==> config.mk <==
export PLATFORM = sky130hd
export DESIGN_NAME = optical_flow_frame_seq
export DESIGN_NICKNAME = d
export VERILOG_FILES = /design/src/rtl/optical_flow_seq_pkg.sv /design/src/rtl/optical_flow_bank_rot.sv /design/src/rtl/optical_flow_frame_seq.sv
export SDC_FILE = /design/constraint.sdc
export NUM_CORES = 1
export LEC_CHECK = 0
export CAP_MARGIN = 0
export CORE_MARGIN = 1
export CORE_UTILIZATION = 46
export DETAILED_ROUTE_END_ITERATION = 8
export GPL_TIMING_DRIVEN = 0
export PLACE_DENSITY = 0.74
export SLEW_MARGIN = 40
export SYNTH_ARGS = -nofsm -noshare
export SYNTH_HDL_FRONTEND = slang
export SYNTH_HIERARCHICAL = 1
export SYNTH_SLANG_ARGS = --single-unit
==> constraint.sdc <==
create_clock -name ap_clk -period 1.8 [get_ports ap_clk]
set_input_delay 0.18 -clock ap_clk [delete_from_list [all_inputs] [get_ports ap_clk]]
set_output_delay 0.18 -clock ap_clk [all_outputs]
set_load 0.05 [all_outputs]
==> src/rtl/optical_flow_seq_pkg.sv <==
// Shared types and helpers for the optical-flow frame sequencer.
// Holds the bank index type, the sequencer state encoding and the free-bank picker.
package optical_flow_seq_pkg;

    localparam int NUM_BANKS = 3;

    typedef logic [1:0]           bank_t;
    typedef logic [NUM_BANKS-1:0] bank_mask_t;

    typedef enum logic [1:0] {
        IDLE  = 2'd0,
        START = 2'd1,
        RUN   = 2'd2,
        FLOW  = 2'd3
    } seq_state_e;

    // Lowest-index bank whose bit is set in free_mask; 0 when nothing is free.
    function automatic bank_t next_free_bank(input bank_mask_t free_mask);
        bank_t sel;
        sel = '0;
        for (int i = NUM_BANKS - 1; i >= 0; i--) begin
            if (free_mask[i]) begin
                sel = bank_t'(i);
            end
        end
        return sel;
    endfunction

endpackage

==> src/rtl/optical_flow_bank_rot.sv <==
// Image bank bookkeeping for the triple buffer.
// Tracks which bank holds the current (img) frame, the previous (prev) frame and the
// single pending frame, plus the set of banks the loader may overwrite.
module optical_flow_bank_rot
    import optical_flow_seq_pkg::*;
(
    input  logic       clk,
    input  logic       rst_n,
    input  logic       accept,
    input  logic       start,
    input  logic       rotate,
    output logic [1:0] load_bank,
    output logic       any_free,
    output logic       pending,
    output logic       have_prev,
    output logic [1:0] img_bank,
    output logic [1:0] prev_bank
);

    bank_t      cur_reg;
    bank_t      prv_reg;
    bank_t      pend_bank_reg;
    logic       pend_valid_reg;
    logic       have_prev_reg;
    bank_mask_t free_reg;
    bank_mask_t free_next;
    bank_t      load_sel;

    assign load_sel = next_free_bank(free_reg);

    // A bank leaves the free set when the loader fills it and returns when its frame
    // is no longer needed as the reference (the old prev bank on rotation).
    genvar gi;
    generate
        for (gi = 0; gi < NUM_BANKS; gi++) begin : g_free
            assign free_next[gi] = (free_reg[gi] && !(accept && load_sel == bank_t'(gi)))
                                 || (rotate && prv_reg == bank_t'(gi));
        end
    endgenerate

    // Bank role registers: accept fills prev (first frame) or pending, start promotes
    // pending to cur, rotate makes cur the new reference.
    always_ff @(posedge clk) begin
        if (!rst_n) begin
            cur_reg        <= '0;
            prv_reg        <= '0;
            pend_bank_reg  <= '0;
            pend_valid_reg <= 1'b0;
            have_prev_reg  <= 1'b0;
            free_reg       <= '1;
        end else begin
            free_reg <= free_next;
            if (accept) begin
                if (have_prev_reg) begin
                    pend_bank_reg  <= load_sel;
                    pend_valid_reg <= 1'b1;
                end else begin
                    prv_reg       <= load_sel;
                    have_prev_reg <= 1'b1;
                end
            end
            if (start) begin
                cur_reg        <= pend_bank_reg;
                pend_valid_reg <= 1'b0;
            end
            if (rotate) begin
                prv_reg <= cur_reg;
            end
        end
    end

    assign load_bank = load_sel;
    assign any_free  = |free_reg;
    assign pending   = pend_valid_reg;
    assign have_prev = have_prev_reg;
    assign img_bank  = cur_reg;
    assign prev_bank = prv_reg;

endmodule

==> src/rtl/optical_flow_frame_seq.sv <==
// Frame scheduler in front of the optical_flow_hls core (ap_ctrl_hs handshake).
// Directs the loader into a free image bank, starts the core on the img/prev pair,
// holds the flow result until the consumer acks it and then rotates bank roles.
// Optional build macro OF_SEQ_PERF_EN adds run-length and ack-stall counters.
module optical_flow_frame_seq #(
    parameter int FRAME_ID_W = 16,
    parameter int NUM_BANKS  = 3
) (
    input  logic                  ap_clk,
    input  logic                  ap_rst_n,
    input  logic                  enable,
    output logic                  load_ready,
    output logic [1:0]            load_bank,
    input  logic                  load_done,
    output logic                  core_start,
    input  logic                  core_ready,
    input  logic                  core_done,
    input  logic                  core_idle,
    output logic [1:0]            img_bank,
    output logic [1:0]            prev_bank,
    output logic                  flow_valid,
    input  logic                  flow_ack,
    output logic [FRAME_ID_W-1:0] flow_frame_id,
    output logic                  busy
`ifdef OF_SEQ_PERF_EN
    ,
    output logic [31:0]           perf_run_cycles,
    output logic [31:0]           perf_stall_cycles
`endif
);

    import optical_flow_seq_pkg::*;

    generate
        if (NUM_BANKS != optical_flow_seq_pkg::NUM_BANKS) begin : g_bank_check
            $error("optical_flow_frame_seq: NUM_BANKS must be 3");
        end
    endgenerate

    seq_state_e            state_reg;
    seq_state_e            state_next;
    logic [FRAME_ID_W-1:0] frame_id_reg;
    logic [FRAME_ID_W-1:0] flow_frame_id_reg;
    logic                  accept;
    logic                  start_go;
    logic                  done_hit;
    logic                  rotate_go;
    logic                  any_free;
    logic                  pending;
    logic                  have_prev;
    logic                  core_idle_unused;

    // The sequencer relies on ap_ready/ap_done alone; ap_idle carries no extra information.
    assign core_idle_unused = core_idle;

    assign load_ready = any_free && enable && !pending;
    assign accept     = load_done && load_ready;

    optical_flow_bank_rot u_bank_rot (
        .clk       (ap_clk),
        .rst_n     (ap_rst_n),
        .accept    (accept),
        .start     (start_go),
        .rotate    (rotate_go),
        .load_bank (load_bank),
        .any_free  (any_free),
        .pending   (pending),
        .have_prev (have_prev),
        .img_bank  (img_bank),
        .prev_bank (prev_bank)
    );

    // State register.
    always_ff @(posedge ap_clk) begin
        if (!ap_rst_n) begin
            state_reg <= IDLE;
        end else begin
            state_reg <= state_next;
        end
    end

    // Next-state and strobes; ap_start stays high in START until ap_ready is seen.
    always_comb begin
        state_next = state_reg;
        core_start = 1'b0;
        start_go   = 1'b0;
        done_hit   = 1'b0;
        rotate_go  = 1'b0;
        case (state_reg)
            IDLE: begin
                if (pending && have_prev && enable) begin
                    state_next = START;
                    start_go   = 1'b1;
                end
            end
            START: begin
                core_start = 1'b1;
                if (core_ready) begin
                    if (core_done) begin
                        state_next = FLOW;
                        done_hit   = 1'b1;
                    end else begin
                        state_next = RUN;
                    end
                end
            end
            RUN: begin
                if (core_done) begin
                    state_next = FLOW;
                    done_hit   = 1'b1;
                end
            end
            FLOW: begin
                if (flow_ack) begin
                    state_next = IDLE;
                    rotate_go  = 1'b1;
                end
            end
            default: state_next = IDLE;
        endcase
    end

    // Frame counters: result id is the frame just computed; frame id advances on ack.
    always_ff @(posedge ap_clk) begin
        if (!ap_rst_n) begin
            frame_id_reg      <= '0;
            flow_frame_id_reg <= '0;
        end else begin
            if (done_hit) begin
                flow_frame_id_reg <= frame_id_reg + 1'b1;
            end
            if (rotate_go) begin
                frame_id_reg <= frame_id_reg + 1'b1;
            end
        end
    end

    assign flow_valid    = (state_reg == FLOW);
    assign flow_frame_id = flow_frame_id_reg;
    assign busy          = (state_reg != IDLE) || pending;

`ifdef OF_SEQ_PERF_EN
    logic [31:0] run_cnt_reg;
    logic [31:0] perf_run_reg;
    logic [31:0] perf_stall_reg;

    // Run length from START entry through the core_done cycle; stall counts FLOW cycles
    // without ack and saturates at all-ones.
    always_ff @(posedge ap_clk) begin
        if (!ap_rst_n) begin
            run_cnt_reg    <= '0;
            perf_run_reg   <= '0;
            perf_stall_reg <= '0;
        end else begin
            if (start_go) begin
                run_cnt_reg <= '0;
            end else if (state_reg == START || state_reg == RUN) begin
                run_cnt_reg <= run_cnt_reg + 32'd1;
            end
            if (done_hit) begin
                perf_run_reg <= run_cnt_reg + 32'd1;
            end
            if (state_reg == FLOW && !flow_ack && perf_stall_reg != 32'hFFFF_FFFF) begin
                perf_stall_reg <= perf_stall_reg + 32'd1;
            end
        end
    end

    assign perf_run_cycles   = perf_run_reg;
    assign perf_stall_cycles = perf_stall_reg;
`endif

endmodule

* Word level (Yosys, flattened, before mapping)
Cells that the tools add are included.
Word-level totals: register bits after elaboration 45, bits in latches 0, memory bits (writable) 0, bits in read-only memories 0, logic and storage cells 75, memories 0
Operators by class: $add $sub $neg 1, $mul 0, divide/modulo/power cells 0, $lt $le $gt $ge 0, eq/ne operators 12, shift operators 0, multiplexer cells 20, bitwise logic cells 1, reduce and logical (&&, ||, !) cells 32
Operators by type and width (count):
- two-way mux 2 bit | 10
- adder 16 x 1 -> 16 bit (second input constant) | 1
- logical AND 1 bit | 14
- equality test 2 bit (second input constant) | 4
- two-way mux 1 bit | 8
- case mux 2 bit (4 select lines) | 1
- equality test 2 x 1 -> 1 bit (second input constant) | 3
- zero test 2 bit | 3
- inequality test 2 bit (second input constant) | 3
- zero test 1 bit | 4
- logical OR 1 bit | 4
- inequality test 2 x 1 -> 1 bit (second input constant) | 2
- AND reduction 2 bit | 2
- AND reduction 4 bit | 1
- nonzero test 2 bit | 2
- OR reduction 3 bit | 1
- case mux 1 bit (2 select lines) | 1
- OR reduction 2 bit | 1
- NOT 1 bit | 1

* Logic depth before layout (Yosys ltp)
Gate-level depths: netlist of the first run.
depth after elaboration 8, depth in mapped cells 7

* Cells and area by module
The synthesis of the first run kept the hierarchy.
Modules (own cells, without submodules):
- optical_flow_frame_seq | times used 1, cells an instance 199, area each 1674.1 um^2, seq. area each 680.7 um^2
- optical_flow_bank_rot | times used 1, cells an instance 45, area each 442.9 um^2, seq. area each 220.2 um^2

* Worst setup path after synthesis of the first run
No wires, ideal clock.
path kind reg2reg, start register state_reg[1], end register frame_id_reg[13], data arrival time 2.113 ns, data required time 1.730 ns, slack -0.383 ns, stages on the path, launching flop included 7, buffers on the path 1, clock period less this slack 2.183 ns, cells stage by stage dfxtp_1 > ha_1 > nand2_1 > or4_1 > buf_2 > or3_1 > a21oi_1
Between the ends: word-level cells in the longest chain between the ends 2
Ends and longest elaborated chain:
- start: declaration | RTL line optical_flow_frame_seq.sv:40 | seq_state_e state_reg;
- start signal: assignment | RTL line optical_flow_frame_seq.sv:78 | state_reg <= state_next;
- equality test 2 bit
- via flow_valid | RTL line optical_flow_frame_seq.sv:21 | output logic flow_valid,
- two-way mux 1 bit | RTL line optical_flow_frame_seq.sv:89 | case (state_reg)
- end signal: assignment | RTL line optical_flow_frame_seq.sv:133 | frame_id_reg <= frame_id_reg + 1'b1;
- end: declaration | RTL line optical_flow_frame_seq.sv:42 | logic [FRAME_ID_W-1:0] frame_id_reg;
The timed path passes the listed nets, and every way through them passes these cells. A chain may end at the register's enable or synchronous reset.

* Worst setup path after layout of the first run
start register state_reg[1], end register frame_id_reg[15]
Between the ends: word-level cells in the longest chain between the ends 2
Ends and longest elaborated chain (RTL line):
- equality test 2 bit | optical_flow_frame_seq.sv:89
- two-way mux 1 bit | optical_flow_frame_seq.sv:89
Every way passes these cells.

==> implementation parameters, run 1 <==
Parameter                              Value

Status
  Status ... finished, final reports clean

Min path
  Hold Crit Start ... u_bank_rot/pend_bank_reg[1]
  Type of the tightest min-delay check ... register to register
  Hold Path Cell Cnt ... 2
  Worst hold path endpoint ... u_bank_rot/pend_bank_reg[1]

Worst setup path
  Cell with the biggest individual delay on the critical path ... or4_4
  Critical path buffer and inverter count ... 0
  Source of the critical timing path ... state_reg[1]
  Worst reg2reg path startpoint ... state_reg[1]
  Reg2reg setup slack ... 0.05 ns
  Crit path arrival time ... 1.98 ns
  Data required time of the critical path ... 2.03 ns
  Reg-to-Reg End ... frame_id_reg[15]
  Capturing element type of the critical path ... register
  Cells on worst reg2reg path ... 5
  Worst Setup Start Kind ... register
  Kind of cell adding the most delay to the critical path ... simple AND/OR/NAND/NOR gates
  Crit Path Category ... register to register
  Cells along the critical path ... ha_4 > nand2_2 > or4_4 > or3_1 > a21oi_1
  Worst-path maximum fanout ... 7
  CP max stage delay ... 0.58 ns

Floorplan
  Floorplan die width ... between 60 and 70 um
  Boundary pin count ... 34
  Area of the die ... 4880 um^2
  Chip Height ... about 70 um
  Starting density of the core ... 0.483
  CORE AREA ... 4380 um^2
  Row cnt ... 24

Clock tree
  Number of buffers created by CTS ... 5
  Clock slew at the register clock pins of the worst setup and hold paths ... 0.08 ns
  Clock latency reported for the late side of the worst-skew pair ... 0.30 ns
  Clock root buffer ... clkbuf_8
  CTS H-Tree Depth ... 2
  Largest buffer count on any clock path ... 2
  CTS tree ... built
  Clk sinks ... 45
  Number of hold-repair buffers added at the cts stage ... 0

Route
  Via density ... 5.40
  First-pass iteration count of the detailed router ... 4
  Number of design-rule violations left by the first detailed-router iteration ... 93
  Routed WL per cell ... ~14 um
  Total number of vias ... 1852
  Number of nets still failing antenna checks after routing ... 0
  Total Routed Length ... 4730 um
  Detailed-route DRC error count ... 0

GRT
  Gr usage total ... 0.201
  Global-route wire length before repair ... 7840 um
  Number of antenna violations at the first check in global routing ... 0
  Maximum number of pins on one net before global-route repair ... 13
  Number of global-route vias before repair ... ~1700
  GRT Residual Overflow ... 0

Logic synthesis
  Count of flip-flops with a built-in enable after synthesis ... 0
  Netlist area before placement ... between 2000 and 2500 um^2
  Count of distinct cell types in the synthesized netlist ... 44
  Syn avg cell area ... 8.68 um^2
  Sequential share of the synthesized area ... 0.426
  Gate Count Post-Synth ... roughly 240
  Number of warning messages in the yosys log ... 6
  Synthesis-stage register bit count ... 45
  Proportion of netlist area held by the largest area contributor ... 0.426
  Biggest area consumer among synthesized cells ... dfxtp_1
  Post-synthesis net count ... 259
  Most frequently used flop master after synthesis ... dfxtp_1
  Largest cells by area after synthesis ... dfxtp_1 43%, xnor2_1 6.6%, o21ai_0 5.0%
  Fraction of registers with async set or reset after synthesis ... 0

Timing
  Fmax ... 570 MHz
  Slew of the pin with the lowest slew margin ... 0.517 ns
  Final hold violation count ... 0
  RSZ-0062 raised after global routing ... true
  Period utilization ... 0.975
  Setup skew after layout ... 0.00395 ns
  Final count of negative-setup-slack endpoints ... 0
  Slew headroom ... 0.656
  Post-layout worst setup margin ... 0.0451 ns
  Count of final max-slew check failures ... 0
  Final min period ... 1.75 ns

Layout
  Number of antenna repair diodes ... 0
  Growth of design area from synthesis to finish ... 33.2%
  Layout cell share with drive strength beyond 1 ... 0.172
  Core Util, Final ... 0.643
  Combined flip-flop and latch cell area ... just over 900 um^2
  Filler instances ... 394
  Net count reported at finish ... 306
  Area taken by multi-input logic gates ... 1250 um^2

Pwr
  Lkg Pwr ... approximately 0.00096 uW
  Highest ir drop seen on vdd ... 0.559 mV
  Power Density ... 706 nW/um^2
  Post-layout power ... roughly 2000 uW

Placement
  Port Buf Inserts ... 32
  Post-detailed-placement half-perimeter wirelength ... 3280 um
  Setup slack after placement ... -0.331 ns
  Placer congestion estimate ... 0.773

Flow run
  Max capacitance violation total ... 0
## Yosys cell counts (2+ instances only)
library cell and number:
nand2b_1 2, dfxtp_1 45, nand3_1 7, or3_1 12, clkbuf_2 2, a211oi_1 7, a31oi_1 2, nor4_1 3
nor2_1 22, xor2_1 2, nand2_1 15, a21oi_1 19, nand4_1 3, or4_1 2, xnor2_1 16, clkbuf_1 8
o21ai_0 21, nor2b_1 6, mux2i_1 7, inv_1 8, ha_1 7, nor3_1 6
## through the flow
stage	instances	hold slack [ns]	instance area [um^2]	setup TNS [ns]
after floorplan	244	0.346	2150	-0.0235
after global placement	328	0.444	2540	-5.19
after detailed placement	328	0.456	2540	-5.99
after CTS	337	0.467	2710	0
after global routing	343	0.498	2820	-0.0860
final	343	0.468	2820	0
## cell type report
class / count / share of cell area
Clock buffer: 7 / 0.0306
Multi-Input combinational cell: 178 / 0.442
Buffer: 11 / 0.0257
Timing Repair Buffer: 41 / 0.139
Tap cell: 52 / 0.0231
Inverter: 9 / 0.0133
Sequential cell: 45 / 0.326
## per-layer routing
metal  global-route usage  share of wire  wire length (um)  vias up
li1                     -              -                 -      955
met1                0.279           0.50              2350      857
met2                0.309           0.45              2140       35
met3               0.0436          0.036               172        5
met4               0.0667          0.013                60        0
met5                    0              0                 0        -
## worst max-delay path by stage
stage / cells after the start / end
after global placement: 7 / flow_frame_id[8]
after CTS: 2 / flow_valid
final: 5 / frame_id_reg[15]
after detailed placement: 7 / flow_frame_id[8]
after global routing: 5 / frame_id_reg[10]
after floorplan: 6 / frame_id_reg[15]
## what timing repair did
item,4_1_cts,5_1_grt
pin swaps,3,5
resized for setup,32,18
setup endpoints to repair,28,20
buffers inserted,3,6
## worst min-delay path, delay by kind of cell (launching register included)
kind	cells	cell delay, ns
compound gates	1	0.06
flops	1	0.31
simple gates	1	0.05
## power by group
group / switching, uW / total, uW / internal, uW
clock network: 325 / 630 / 305
logic: 190 / 332 / 142
registers: 21.6 / 1030 / 1010
total: 536 / 1990 / 1450
## cell families (layout without fill, tap and decap cells)
family | after synthesis | after routing | synth area share
xor gates and xnor gates | 18 | 18 | 0.0745
DFF | 45 | 45 | 0.426
buffers and inverters | 21 | 68 | 0.0390
AOI/OAI and AO/OA | 59 | 59 | 0.165
muxes | 7 | 7 | 0.0331
and+or+nand+nor | 87 | 87 | 0.222
adders and majority gates | 7 | 7 | 0.0414
## cells in the final DEF (no fill, tap or decap), types with 7 or more instances in the layout
master,synthesis,final
a21oi_1,19,18
buf_4,0,10
clkbuf_8,0,7
clkdlybuf4s50_1,0,26
dfxtp_1,45,39
inv_1,8,7
mux2i_1,7,7
nand2_1,15,13
nor2_1,22,21
o21ai_0,21,21
or3_1,12,12
xnor2_1,16,16
(Power assumes the default switching activity.)
==> run 2: changes to the inputs <==
GPL_TIMING_DRIVEN = not set   (was 0)
==> implementation parameters, run 2 (synthesis gave the netlist of run 1 again) <==
Parameter                              Value

Route
  Via density ... 5.34 (-1.2%)
  Total Routed Length ... 4500 um (-4.8%)
  Detailed-route DRC error count ... 0 (unchanged)
  Number of design-rule violations left by the first detailed-router iteration ... 61 (-34%)
  Total number of vias ... 1852 (unchanged)
  Number of nets still failing antenna checks after routing ... 0 (unchanged)
  Routed WL per cell ... 13.0 um (-5.9%)
  First-pass iteration count of the detailed router ... 4 (unchanged)

Floorplan
  Starting density of the core ... 0.483 (unchanged)
  Floorplan die width ... 69.8 um (unchanged)
  Chip Height ... 69.8 um (unchanged)
  CORE AREA ... 4380 um^2 (unchanged)
  Area of the die ... 4880 um^2 (unchanged)
  Boundary pin count ... 34 (unchanged)
  Row cnt ... 24 (unchanged)

Layout
  Combined flip-flop and latch cell area ... 908 um^2 (-1.1%)
  Layout cell share with drive strength beyond 1 ... 0.176 (+0.00445)
  Most common cell after layout, fill and taps aside ... dfxtp_1
  Core Util, Final ... 0.636 (-0.00685)
  Final std cells w/o fill ... 347 (+1.2%)
  Filler instances ... 399 (+1.3%)
  Growth of design area from synthesis to finish ... 31.7%
  Fin area ... 2790 um^2 (-1.1%)
  Area taken by multi-input logic gates ... 1190 um^2 (-4.8%)
  Commonest non-fill, non-tap cells in the layout ... 43 x dfxtp_1, 26 x clkdlybuf4s50_1, 26 x buf_4
  Net count reported at finish ... 309 (+0.98%)
  Number of antenna repair diodes ... 0 (unchanged)

Pwr
  Post-layout power ... 1910 uW (-4.0%)
  Power Density ... 685 nW/um^2 (-3.0%)
  Highest ir drop seen on vdd ... 0.379 mV (-32%)
  Lkg Pwr ... 0.000949 uW (-0.85%)

Worst setup path
  CP max stage delay ... 0.84 ns (+0.26 ns)
  Data required time of the critical path ... 1.62 ns (-0.41 ns)
  Cells on worst reg2reg path ... 6 (+1)
  Crit path arrival time ... 1.55 ns (-0.43 ns)
  Critical path buffer and inverter count ... 1 (+1)
  Cells along the critical path ... clkdlybuf4s50_1
  Reg2reg setup slack ... 0.09 ns (+0.04 ns)
  Capturing element type of the critical path ... output pin
  Worst reg2reg path startpoint ... state_reg[0]
  Kind of cell adding the most delay to the critical path ... buffers and inverters
  Crit Path Category ... register to output pin
  Worst Setup Start Kind ... register
  Cell with the biggest individual delay on the critical path ... clkdlybuf4s50_1
  Worst-path maximum fanout ... 5 (-2)
  Reg-to-Reg End ... state_reg[0]

Clock tree
  Largest buffer count on any clock path ... 2 (unchanged)
  Clock latency reported for the late side of the worst-skew pair ... 0.29 ns (about the same)
  CTS tree ... built
  Clock slew at the register clock pins of the worst setup and hold paths ... 0.08 ns (about the same)
  Number of buffers created by CTS ... 5 (unchanged)
  Clock root buffer ... clkbuf_8
  Number of hold-repair buffers added at the cts stage ... 0 (unchanged)
  Clk sinks ... 45 (unchanged)
  CTS H-Tree Depth ... 2 (unchanged)

Timing
  Final min period ... 1.73 ns (-0.0214 ns)
  Count of final max-slew check failures ... 0 (unchanged)
  Setup skew after layout ... 0.00607 ns (+0.00212 ns)
  Period utilization ... 0.963 (-0.0119)
  Final hold violation count ... 0 (unchanged)
  Fmax ... 577 MHz (+1.2%)
  Slew headroom ... 0.660 (+0.00441)
  Final count of negative-setup-slack endpoints ... 0 (unchanged)
  Slew of the pin with the lowest slew margin ... 0.508 ns (-0.00821 ns)

Placement
  Port Buf Inserts ... 32 (unchanged)
  Post-detailed-placement half-perimeter wirelength ... 3300 um (+0.43%)
  Placer congestion estimate ... 0.764 (-1.2%)
  Post-placement cell area ... 2680 um^2 (+5.5%)
  Placed insts ... 339 (+3.4%)

GRT
  Maximum number of pins on one net before global-route repair ... 30 (+17)
  Number of antenna violations at the first check in global routing ... 0 (unchanged)
  Number of global-route vias before repair ... 1653 (-3.1%)
  Global-route wire length before repair ... 7550 um (-3.7%)
  Gr usage total ... 0.193 (-0.00755)
  GRT Residual Overflow ... 0 (unchanged)

Min path
  Hold Crit Start ... flow_frame_id[8]
  Type of the tightest min-delay check ... register to register
  Worst hold path endpoint ... flow_frame_id[8]
  Hold Path Cell Cnt ... 2 (unchanged)

Status
  Status ... finished, final reports clean

Flow run
  Max capacitance violation total ... 0 (unchanged)
==> run 2: cell count changes in the layout (fill, tap and decap cells not counted), sizes merged <==
cell | previous run | this run
clkinvlp | 1 | 0
buf | 13 | 29
clkbuf | 14 | 8
clkdlybuf4s15 | 2 | 0
dlygate4sd2 | 3 | 0
clkinv | 0 | 1
dlymetal6s2s | 1 | 0
==> run 2: power breakdown <==
| part | internal (uW) | leakage, uW | total, uW | switching (uW) |
|---|---|---|---|---|
| Sequential | 1010 | 0.000365 | 1030 | 17.4 |
| Clock | 276 | 0.0000395 | 592 | 316 |
| Combinational | 126 | 0.000545 | 291 | 165 |
| Total | 1410 | 0.000949 | 1910 | 498 |
==> run 2: worst max-delay path by stage <==
stage	from	end	slack, ns	depth (start not counted)
finish	u_bank_rot/prev_bank[1]	prev_bank[1]	0.07	1
global route	state_reg[0]	state_reg[0]	-0.003	6
CTS	state_reg[0]	state_reg[0]	0.001	6
detailed placement	flow_ack	frame_id_reg[10]	-0.11	5
global placement	flow_ack	frame_id_reg[15]	-0.08	5
floorplan	state_reg[1]	frame_id_reg[15]	-0.02	6
==> run 2: through the flow <==
step                hold slack (ns)  setup WS, ns  setup TNS (ns)
finish                        0.461        0.0665               0
global route                  0.485      -0.00282        -0.00282
CTS                           0.464       0.00122               0
detailed placement            0.451        -0.109          -0.594
global placement              0.444       -0.0769          -0.306
floorplan                     0.346       -0.0235         -0.0235
==> run 2: area by class of cell <==
class,count,area share
Multi-Input combinational cell,178,0.425
Clock buffer,8,0.0287
Inverter,9,0.0121
Sequential cell,45,0.326
Tap cell,52,0.0233
Timing Repair Buffer,55,0.185
==> run 2: repair_timing <==
item / CTS / global route
setup endpoints to repair: 0 / 8
setup buffers: 0 / 0
gates resized for setup: 0 / 9
==> run 2: per-layer routing <==
layer,track usage,part of all wire,routed length (um),up-vias
met5,0,0,0,-
met4,0.0622,0.013,58,0
met3,0.0480,0.041,184,5
met2,0.292,0.46,2050,30
met1,0.270,0.49,2210,853
li1,-,-,-,964
